$ cat config.mk
export PLATFORM = sky130hd
export DESIGN_NAME = regfile_mp_flat
export DESIGN_NICKNAME = d
export VERILOG_FILES = /design/src/rtl/regfile_mp_if.sv /design/src/rtl/regfile_mp.sv /design/src/flat_wrapper.sv
export SDC_FILE = /design/constraint.sdc
export NUM_CORES = 2
export LEC_CHECK = 0
export CAP_MARGIN = 40
export CORE_MARGIN = 1
export CORE_UTILIZATION = 40
export CTS_CLUSTER_SIZE = 28
export DETAILED_ROUTE_END_ITERATION = 6
export PLACE_DENSITY = 0.57
export SLEW_MARGIN = 20
export SYNTH_ARGS = -nofsm -noshare
export SYNTH_HDL_FRONTEND = slang
export SYNTH_SLANG_ARGS = --single-unit
$ cat constraint.sdc
create_clock -name clk -period 2.15 [get_ports clk]
set_input_delay 0.3225 -clock clk [delete_from_list [all_inputs] [get_ports clk]]
set_output_delay 0.3225 -clock clk [all_outputs]
set_load 0.03 [all_outputs]
$ cat src/rtl/regfile_mp_if.sv
// Decode/writeback-side bus of the regfile_mp register file.
// The master side drives reads, writes and reservations; the slave side returns data and the scoreboard.
interface regfile_mp_if #(
  parameter int XLEN   = 32,
  parameter int NREGS  = 32,
  parameter int NUM_RD = 2
) ();
  localparam int AW = $clog2(NREGS);

  logic [NUM_RD-1:0]      rd_en;
  logic [NUM_RD*AW-1:0]   rd_addr;
  logic [NUM_RD*XLEN-1:0] rd_data;
  logic [NUM_RD-1:0]      rd_busy;
  logic                   wr_en;
  logic [AW-1:0]          wr_addr;
  logic [XLEN-1:0]        wr_data;
  logic                   rsv_en;
  logic [AW-1:0]          rsv_addr;
  logic [NREGS-1:0]       busy_vec;
  logic                   rw_conflict;

  modport master (
    output rd_en, rd_addr, wr_en, wr_addr, wr_data, rsv_en, rsv_addr,
    input  rd_data, rd_busy, busy_vec, rw_conflict
  );

  modport slave (
    input  rd_en, rd_addr, wr_en, wr_addr, wr_data, rsv_en, rsv_addr,
    output rd_data, rd_busy, busy_vec, rw_conflict
  );
endinterface

$ cat src/rtl/regfile_mp.sv
// Parametrised multi-port register file (x0 hardwired to zero) with a pending-write scoreboard.
// Define REGFILE_BYPASS_EN to forward wr_data to a colliding read instead of flagging rw_conflict.
module regfile_mp #(
  parameter int XLEN   = 32,
  parameter int NREGS  = 32,
  parameter int NUM_RD = 2
) (
  input  logic        clk,
  input  logic        reset_n,
  regfile_mp_if.slave bus
);
  localparam int          AW      = $clog2(NREGS);
  localparam logic [AW:0] NREGS_W = (AW+1)'(NREGS);

  logic [XLEN-1:0]        regs_r [NREGS];
  logic [NREGS-1:0]       busy_r;
  logic [NREGS-1:0]       busy_nxt_s;
  logic [NUM_RD*XLEN-1:0] rd_data_r;
  logic [NUM_RD*XLEN-1:0] rd_data_nxt_s;
  logic [NUM_RD-1:0]      rd_busy_r;
  logic [NUM_RD-1:0]      rd_busy_nxt_s;
  logic [AW-1:0]          port_addr_s [NUM_RD];
  logic [NUM_RD-1:0]      hit_s;
  logic                   wr_ok_s;
  logic                   conflict_s;

  // Address names a real, writable register: not x0 and below NREGS.
  function automatic logic addr_ok(input logic [AW-1:0] a);
    return (a != {AW{1'b0}}) && ({1'b0, a} < NREGS_W);
  endfunction

  // Unpack read addresses and detect per-port read/write collisions.
  always_comb begin
    wr_ok_s = bus.wr_en && addr_ok(bus.wr_addr);
    for (int i = 0; i < NUM_RD; i++) begin
      port_addr_s[i] = bus.rd_addr[i*AW +: AW];
      hit_s[i]       = bus.rd_en[i] && wr_ok_s && (port_addr_s[i] == bus.wr_addr);
    end
  end

  // Next read-port contents; collisions either bypass or hold depending on the build.
  always_comb begin
    rd_data_nxt_s = rd_data_r;
    rd_busy_nxt_s = rd_busy_r;
    for (int i = 0; i < NUM_RD; i++) begin
      if (!bus.rd_en[i]) begin
        rd_data_nxt_s[i*XLEN +: XLEN] = rd_data_r[i*XLEN +: XLEN];
        rd_busy_nxt_s[i]              = rd_busy_r[i];
      end else if (hit_s[i]) begin
`ifdef REGFILE_BYPASS_EN
        rd_data_nxt_s[i*XLEN +: XLEN] = bus.wr_data;
        rd_busy_nxt_s[i]              = 1'b0;
`else
        rd_data_nxt_s[i*XLEN +: XLEN] = rd_data_r[i*XLEN +: XLEN];
        rd_busy_nxt_s[i]              = rd_busy_r[i];
`endif
      end else if (addr_ok(port_addr_s[i])) begin
        rd_data_nxt_s[i*XLEN +: XLEN] = regs_r[port_addr_s[i]];
        rd_busy_nxt_s[i]              = busy_r[port_addr_s[i]] &
                                        ~(bus.wr_en && (bus.wr_addr == port_addr_s[i]));
      end else begin
        rd_data_nxt_s[i*XLEN +: XLEN] = {XLEN{1'b0}};
        rd_busy_nxt_s[i]              = 1'b0;
      end
    end
  end

  // Scoreboard next state: a reservation beats a same-cycle release of the same register.
  always_comb begin
    busy_nxt_s = busy_r;
    for (int r = 1; r < NREGS; r++) begin
      if (bus.rsv_en && (bus.rsv_addr == AW'(r))) begin
        busy_nxt_s[r] = 1'b1;
      end else if (wr_ok_s && (bus.wr_addr == AW'(r))) begin
        busy_nxt_s[r] = 1'b0;
      end else begin
        busy_nxt_s[r] = busy_r[r];
      end
    end
    busy_nxt_s[0] = 1'b0;
  end

  // Collision flag is only meaningful without bypass, and is quiet during reset.
  always_comb begin
`ifdef REGFILE_BYPASS_EN
    conflict_s = 1'b0;
`else
    if (!reset_n) begin
      conflict_s = 1'b0;
    end else begin
      conflict_s = |hit_s;
    end
`endif
  end

  // Register array storage; x0 is never written so it stays zero after reset.
  always_ff @(posedge clk or negedge reset_n) begin
    if (!reset_n) begin
      for (int r = 0; r < NREGS; r++) begin
        regs_r[r] <= {XLEN{1'b0}};
      end
    end else if (wr_ok_s) begin
      regs_r[bus.wr_addr] <= bus.wr_data;
    end
  end

  // Read-port output registers and scoreboard register.
  always_ff @(posedge clk or negedge reset_n) begin
    if (!reset_n) begin
      rd_data_r <= {(NUM_RD*XLEN){1'b0}};
      rd_busy_r <= {NUM_RD{1'b0}};
      busy_r    <= {NREGS{1'b0}};
    end else begin
      rd_data_r <= rd_data_nxt_s;
      rd_busy_r <= rd_busy_nxt_s;
      busy_r    <= busy_nxt_s;
    end
  end

  assign bus.rd_data     = rd_data_r;
  assign bus.rd_busy     = rd_busy_r;
  assign bus.busy_vec    = busy_r;
  assign bus.rw_conflict = conflict_s;

endmodule
$ cat src/flat_wrapper.sv
// flat-port wrapper written by rule: the top's interface ports become plain ports
module regfile_mp_flat 
#(
  parameter int XLEN   = 32,
  parameter int NREGS  = 32,
  parameter int NUM_RD = 2
)
  (clk, reset_n, bus_rd_en, bus_rd_addr, bus_wr_en, bus_wr_addr, bus_wr_data, bus_rsv_en, bus_rsv_addr, bus_rd_data, bus_rd_busy, bus_busy_vec, bus_rw_conflict);
  regfile_mp_if #(.XLEN(XLEN), .NREGS(NREGS), .NUM_RD(NUM_RD)) bus_i ();
  input  logic clk;
  input  logic reset_n;
  input wire logic [$bits(bus_i.rd_en)-1:0] bus_rd_en;
  input wire logic [$bits(bus_i.rd_addr)-1:0] bus_rd_addr;
  input wire logic [$bits(bus_i.wr_en)-1:0] bus_wr_en;
  input wire logic [$bits(bus_i.wr_addr)-1:0] bus_wr_addr;
  input wire logic [$bits(bus_i.wr_data)-1:0] bus_wr_data;
  input wire logic [$bits(bus_i.rsv_en)-1:0] bus_rsv_en;
  input wire logic [$bits(bus_i.rsv_addr)-1:0] bus_rsv_addr;
  output wire logic [$bits(bus_i.rd_data)-1:0] bus_rd_data;
  output wire logic [$bits(bus_i.rd_busy)-1:0] bus_rd_busy;
  output wire logic [$bits(bus_i.busy_vec)-1:0] bus_busy_vec;
  output wire logic [$bits(bus_i.rw_conflict)-1:0] bus_rw_conflict;
  assign bus_i.rd_en = bus_rd_en;
  assign bus_i.rd_addr = bus_rd_addr;
  assign bus_i.wr_en = bus_wr_en;
  assign bus_i.wr_addr = bus_wr_addr;
  assign bus_i.wr_data = bus_wr_data;
  assign bus_i.rsv_en = bus_rsv_en;
  assign bus_i.rsv_addr = bus_rsv_addr;
  assign bus_rd_data = bus_i.rd_data;
  assign bus_rd_busy = bus_i.rd_busy;
  assign bus_busy_vec = bus_i.busy_vec;
  assign bus_rw_conflict = bus_i.rw_conflict;
  regfile_mp #(.XLEN(XLEN), .NREGS(NREGS), .NUM_RD(NUM_RD)) u_core (.clk(clk), .reset_n(reset_n), .bus(bus_i));
endmodule
After elaboration in Yosys (flattened, before gate mapping)
Cells that the tools add are included.
{ "totals": {"in_bits": 58, "ramBits": 0, "mem_bits_ro": 0, "latch_bits": 0, "register_bits": 1121, "n_memories": 0} }
{ "classes": {"n_lt_le_gt_ge": 6, "bitwise_logic": 9, "muxes": 80, "n_reduce_logical": 107, "mul": 0, "eq_ne": 66, "n_shift": 0, "n_addsub": 0, "div_mod_pow": 0} }
{ "ops": {"columns": ["operator", "n"], "rows": [
  ["1024-bit bitwise mux", 1],
  ["32-bit binary-select mux with 5-bit select", 2],
  ["32-bit 2-to-1 mux", 7],
  ["32-bit demux with 5-bit select", 1],
  ["5-bit equality test (second input constant)", 32],
  ["5-bit by 4-bit equality test with 1-bit output (second input constant)", 16],
  ["1-bit logical AND", 70],
  ["1-bit 2-to-1 mux", 67],
  ["2-bit nonzero test", 31],
  ["5-bit by 3-bit equality test with 1-bit output (second input constant)", 8],
  ["5-bit by 2-bit equality test with 1-bit output (second input constant)", 4],
  ["5-bit equality test", 4],
  ["6-bit >= comparator (second input constant)", 3],
  ["5-bit NOT with 6-bit output", 3],
  ["5-bit nonzero test", 3],
  ["5-bit by 6-bit < comparator with 1-bit output (second input constant)", 2],
  ["1-bit binary-select mux with 5-bit select", 2],
  ["5-bit by 1-bit equality test with 1-bit output (second input constant)", 2],
  ["6-bit by 1-bit < comparator with 1-bit output (second input constant)", 1],
  ["1-bit NOT", 4],
  ["2-bit AND reduction", 2],
  ["1-bit bitwise AND", 2],
  ["2-bit OR reduction", 1]
]} }

Logic depth before layout (Yosys ltp)
{ "logic_depth": {"depth_word": 6, "depth_mapped": 10} }

Worst setup path before layout
Ideal clock, no wire load.
{ "synth_timing": {"path_type": "input to register", "start": "in bus_rd_addr[0]", "end": "reg u_core.rd_data_r[0], in the netlist u_core.bus.rd_data[0]", "arrival_time_ns": 2.113, "cell_stages": 7, "path_slack_ns": -0.085, "cell_sequence": "buf_2 buf_4 buf_2 mux4_2 o211ai_1 o311ai_0 a32o_1"} }
{ "synth_via": {"elab_chain_len": 5, "word_cells_on_any_way": 10, "cone_classes": "1 x eq/ne; 4 x mux; 2 x bitwise; 3 x reduce/logical"} }
{ "synth_rtl": {"columns": ["item", "line", "rtl"], "rows": [
  ["from (decl)", "flat_wrapper.sv:13", "input wire logic [$bits(bus_i.rd_addr)-1:0] bus_rd_addr;"],
  ["5-bit NOT with 6-bit output (not written as such)", "regfile_mp.sv:58", "rd_data_nxt_s[i*XLEN +: XLEN] = regs_r[port_addr_s[i]];"],
  ["32-bit binary-select mux with 5-bit select", "regfile_mp.sv:58", null],
  ["32-bit 2-to-1 mux (not written as such) (2 in a row)", "regfile_mp.sv:58", null],
  ["32-bit 2-to-1 mux", "regfile_mp.sv:57", "end else if (addr_ok(port_addr_s[i])) begin"],
  ["to (signal assigned)", "regfile_mp.sv:110", "rd_data_r <= {(NUM_RD*XLEN){1'b0}};"],
  ["to (signal assigned)", "regfile_mp.sv:114", "rd_data_r <= rd_data_nxt_s;"],
  ["to (decl)", "regfile_mp.sv:18", "logic [NUM_RD*XLEN-1:0] rd_data_r;"]
]} }
Several ways; a longest one is shown, not always the timed one. The select of a mux whose other input is x is not followed.
A chain may end at the register's enable or synchronous reset.

Final worst setup path
{ "layout_timing": {"start": "reg u_core.busy_r[19], in the netlist u_core.bus.busy_vec[19]", "end": "out bus_busy_vec[19]"} }
{ "layout_rtl": {"columns": ["item", "line", "rtl"], "rows": [
  ["from (decl)", "regfile_mp.sv:16", "logic [NREGS-1:0] busy_r;"],
  ["from (signal assigned)", "regfile_mp.sv:112", "busy_r <= {NREGS{1'b0}};"],
  ["from (signal assigned)", "regfile_mp.sv:116", "busy_r <= busy_nxt_s;"],
  ["to (decl)", "flat_wrapper.sv:21", "output wire logic [$bits(bus_i.busy_vec)-1:0] bus_busy_vec;"]
]} }
No word-level cell between the ends.

==> run summary <==
==================================================================================================
Via count                                                                                    38569
Final critical-path share of the clock period                                                97.0%
Final count of hold timing violations                                                            0
Reg-to-reg setup timing slack                                                              0.17 ns
HPWL after detailed placement                                                            128000 um
Height of the die                                                                           384 um
Fin crit period                                                                            2.09 ns
Static Leak                                                                                30.6 nW
Pin count of the biggest net entering global routing                                           131
Fin Hold WS                                                                               0.286 ns
CP Cell Sequence                                                                      dlygate4sd2_1
Max Cap Violations                                                                               0
Peak Freq                                                                                  479 MHz
Layout cell share with drive strength beyond 1                                               53.1%
Portion of total power attributed to the clock network                                       36.0%
Vias/cell                                                                                     6.14
CP delay by family, top                                                                 flip-flops
Total of flip-flops plus latches after synthesis                                              1121
Count of pins over their slew limit                                                              0
Final Routed Wirelength                                                                  190000 um
Die ar.                                                                                 0.147 mm^2
CP max-delay cell                                                                     sky130_fd_sc_hd__dfrtp_1
Overall die width                                                                           384 um
Finished Core Util                                                                           49.2%
Finish-stage setup viols                                                                         0
Number of enable flip-flop cells after synthesis                                                 0
Final worst clock skew                                                                   0.0204 ns
Most frequently used flop master after synthesis                                      sky130_fd_sc_hd__dfrtp_1
Effective utilization at floorplan                                                           40.5%
Arrival @ worst endpoint                                                                   1.76 ns
Post-synth cell types                                                                           51
Global routing's busiest layer                                                                met2
Logic gate share of total power                                                              20.8%
Min-delay worst type                                                                        in2reg
Hold wc startpoint                                                                    bus_rd_addr[8]
Switching portion of total power                                                             27.9%
Synth Cell Area                                                                        0.0584 mm^2
TritonCTS sink count                                                                          1121
Net switching power                                                                        18.3 mW
Yosys warns                                                                                      0
Type of origin of the critical path                                                           flop
PnR Total Power                                                                            65.6 mW
Share of power burned in registers                                                           43.2%
Buffer and inverter count on the worst path                                                      1
Average routed wire per standard cell                                                      30.2 um
Peak supply drop                                                                        0.000669 V
Top Ports                                                                                      157
Outcome                                                                               finished clean
Core Box Area                                                                           0.144 mm^2
Final Wtd Congestion                                                                         0.838
Aggregate global routing overflow                                                                0
Finished Cell Area                                                                     0.0709 mm^2
Grt met2 use                                                                                 40.8%
Worst EP required                                                                          1.83 ns
Clock transition time at the flip-flop clock pins of the worst setup and hold paths        0.06 ns
Count of nets after finishing                                                                 4332
Hold-critical path endpoint                                                           u_core.bus.rd_data[61]$_DFFE_PN0P_
Iteration-0 DRC Markers                                                                       2941
TritonCTS clock tree                                                                           yes
GRT met1 Usage                                                                               37.6%
Sequential-to-total area share from yosys stat                                               48.1%
Via count of the first global-routing pass                                                   40141
Number of CTS-inserted buffers                                                                 133
Wire length of the first global-routing pass                                             284000 um
Largest fanout on the critical path                                                              4
Average cell area after synthesis                                                        14.8 um^2
Post-DRT Antenna Nets                                                                            0
Area growth from synthesis to layout                                                         21.6%
Internal power consumption                                                                 47.2 mW
Net count after synthesis                                                                     3992
DRT Pass-1 Iters                                                                                 5
Root buf cell                                                                         sky130_fd_sc_hd__clkbuf_16
Worst max-slew margin expressed relative to the limit                                        45.0%
GRT met3 Usage                                                                               4.35%
Initial antenna violation count                                                                  6
H-tree depth reported by CTS                                                                     4
FF-to-FF path depth                                                                              4
Slew at the pin with the worst max-slew slack                                             0.815 ns
Clock Tree Buf Depth                                                                             3
Proportion of synthesized flip-flops having asynchronous set or reset                         100%
Post-place instance area                                                               0.0664 mm^2
Latest clock arrival within the worst-skew pair                                            0.79 ns
Number of buffer cells added on primary ports                                                  155
Worst r2r dst                                                                         u_core.bus.rd_data[44]$_DFFE_PN0P_
Synthesized netlist cell count                                                                3934
Hold path depth                                                                                  4
Rows                                                                                           139
Number of DRC violations after detailed routing                                                  0
Critical path endpoint category                                                         output pin
# fillers                                                                                    12439
Total global-route track usage                                                               26.2%
CP max stage delay                                                                         0.54 ns
Power density of the placed cells                                                      924 mW/mm^2
Worst reg2reg path startpoint                                                         u_core.regs_r[524]$_DFFE_PN0P_
Worst setup path class                                                                     reg2out
Worst setup slack before clock tree synthesis                                            -0.471 ns
Worst-case setup margin in the final layout                                              0.0636 ns
==================================================================================================
area by class of cell:
type | count | area [um^2] | area share [%]
clock buffers | 192 | 3910 | 5.52
diodes | 2 | 5.00 | 0.00706
inverters | 9 | 36.3 | 0.0511
multi-input cells | 2350 | 28600 | 40.3
clock inverters | 46 | 672 | 0.947
well taps | 1903 | 2380 | 3.36
repair buffers | 659 | 7260 | 10.2
flip-flops and latches | 1121 | 28100 | 39.5
registers in the layout (all words and copies together) (netlist names):
| signal | count |
|---|---|
| u_core.bus.rd_busy | 2 |
| u_core.bus.busy_vec | 31 |
| u_core.regs_r | 1024 |
| u_core.bus.rd_data | 64 |
power groups by stage:
stage               combinational (mW)  clock (mW)  sequential [mW]
floorplan                         9.16           0             28.0
global placement                  13.7           0             28.4
detailed placement                13.9           0             28.6
CTS                               13.7        24.1             28.2
global route                      14.6        25.0             28.8
finish                            13.6        23.6             28.3
metal layers:
metal / part of all wire, % / vias up
li1: - / 15948
met1: 45 / 21097
met2: 47 / 1230
met3: 5.5 / 292
met4: 2.7 / 2
met5: 0.0068 / -
kinds of logic after synthesis:
group	after synthesis	synth area share (%)
mux	1634	40.4
flops	1121	48.1
buf+inv	463	3.44
compound gates	425	5.50
simple gates	280	2.44
xor+xnor	10	0.150
other cells	1	0.00643
cell usage in the layout (no fill, tap or decap), drive strengths merged, types with 7 or more instances in the layout:
master,n
a21oi,77
dlygate4sd2,102
clkbuf,193
o21ai,43
nand3,36
nor2,31
dfrtp,1121
a32o,60
clkinv,25
a211oi,31
o31ai,7
mux2,1053
mux2i,111
a221o,29
nand2,84
nand2b,39
a22o,8
inv,16
o211ai,24
a22oi,7
xnor2,8
mux4,470
nor2b,62
a31oi,7
nor3,9
clkdlybuf4s50,40
buf,512
o221a,29
bufinv,11
o311ai,25
o22ai,60
cell usage after synthesis (2+ instances only):
library cell	n	area [um^2]
sky130_fd_sc_hd__clkbuf_1	275	1030
sky130_fd_sc_hd__mux2_2	1053	11900
sky130_fd_sc_hd__xnor2_1	8	70.1
sky130_fd_sc_hd__o311ai_0	25	219
sky130_fd_sc_hd__or2_2	3	18.8
sky130_fd_sc_hd__nor2b_1	62	388
sky130_fd_sc_hd__o22ai_1	60	375
sky130_fd_sc_hd__nor3b_1	2	15.0
sky130_fd_sc_hd__nor2_1	31	116
sky130_fd_sc_hd__nor4_1	3	18.8
sky130_fd_sc_hd__buf_12	2	40.0
sky130_fd_sc_hd__o21ai_0	43	215
sky130_fd_sc_hd__buf_4	12	90.1
sky130_fd_sc_hd__a211oi_1	31	233
sky130_fd_sc_hd__nand4_1	3	18.8
sky130_fd_sc_hd__o221a_2	29	327
sky130_fd_sc_hd__a21oi_1	77	385
sky130_fd_sc_hd__buf_2	104	521
sky130_fd_sc_hd__o221ai_1	5	43.8
sky130_fd_sc_hd__nor3_1	9	45.0
sky130_fd_sc_hd__mux4_1	6	158
sky130_fd_sc_hd__a221o_1	29	290
sky130_fd_sc_hd__nand2_1	84	315
sky130_fd_sc_hd__dfrtp_1	1121	28100
sky130_fd_sc_hd__o31ai_1	7	52.6
sky130_fd_sc_hd__a22o_1	8	70.1
sky130_fd_sc_hd__nand2b_1	39	244
sky130_fd_sc_hd__a32o_1	60	601
sky130_fd_sc_hd__buf_1	53	199
sky130_fd_sc_hd__mux2i_1	111	1110
sky130_fd_sc_hd__a2111oi_0	5	43.8
sky130_fd_sc_hd__xor2_1	2	17.5
sky130_fd_sc_hd__a22oi_1	7	52.6
sky130_fd_sc_hd__buf_6	8	90.1
sky130_fd_sc_hd__o32ai_1	4	35.0
sky130_fd_sc_hd__nand3b_1	2	15.0
sky130_fd_sc_hd__inv_1	9	33.8
sky130_fd_sc_hd__o211ai_1	24	180
sky130_fd_sc_hd__mux4_2	464	10500
sky130_fd_sc_hd__nand3_1	36	180
sky130_fd_sc_hd__nand4b_1	2	17.5
sky130_fd_sc_hd__a31oi_1	7	43.8
through the flow:
stage | TNS [ns] | instances
6_report | 0 | 6282
5_1_grt | -0.00528 | 6281
4_1_cts | 0 | 6278
3_5_place_dp | -273.72 | 6037
3_3_place_gp | -286.00 | 6037
2_1_floorplan | 0 | 3934
worst max-delay path by stage:
| stage | startpoint | endpoint | slack [ns] | cells past startpoint |
|---|---|---|---|---|
| 2_1_floorplan | bus_rd_addr[0] | u_core.bus.rd_data[0]$_DFFE_PN0P_ | 0.007 | 7 |
| 3_3_place_gp | bus_wr_addr[0] | u_core.bus.rd_data[62]$_DFFE_PN0P_ | -0.47 | 9 |
| 3_5_place_dp | bus_wr_addr[1] | u_core.bus.rd_data[29]$_DFFE_PN0P_ | -0.47 | 9 |
| 4_1_cts | u_core.bus.rd_data[10]$_DFFE_PN0P_ | bus_rd_data[10] | 0.003 | 1 |
| 5_1_grt | bus_wr_addr[3] | bus_rw_conflict | -0.005 | 9 |
| 6_report | u_core.bus.busy_vec[19]$_DFFE_PN0P_ | bus_busy_vec[19] | 0.06 | 1 |
what timing repair did:
| action | CTS | global route |
|---|---|---|
| hold buffers | 3 | 0 |
| setup buffers | 1 | 2 |
| resized for setup | 108 | 7 |
| endpoints found under the hold margin | 561 | 0 |
| pin swaps | 1 | 2 |
| setup endpoints to repair | 98 | 2 |
(Power assumes the default switching activity.)
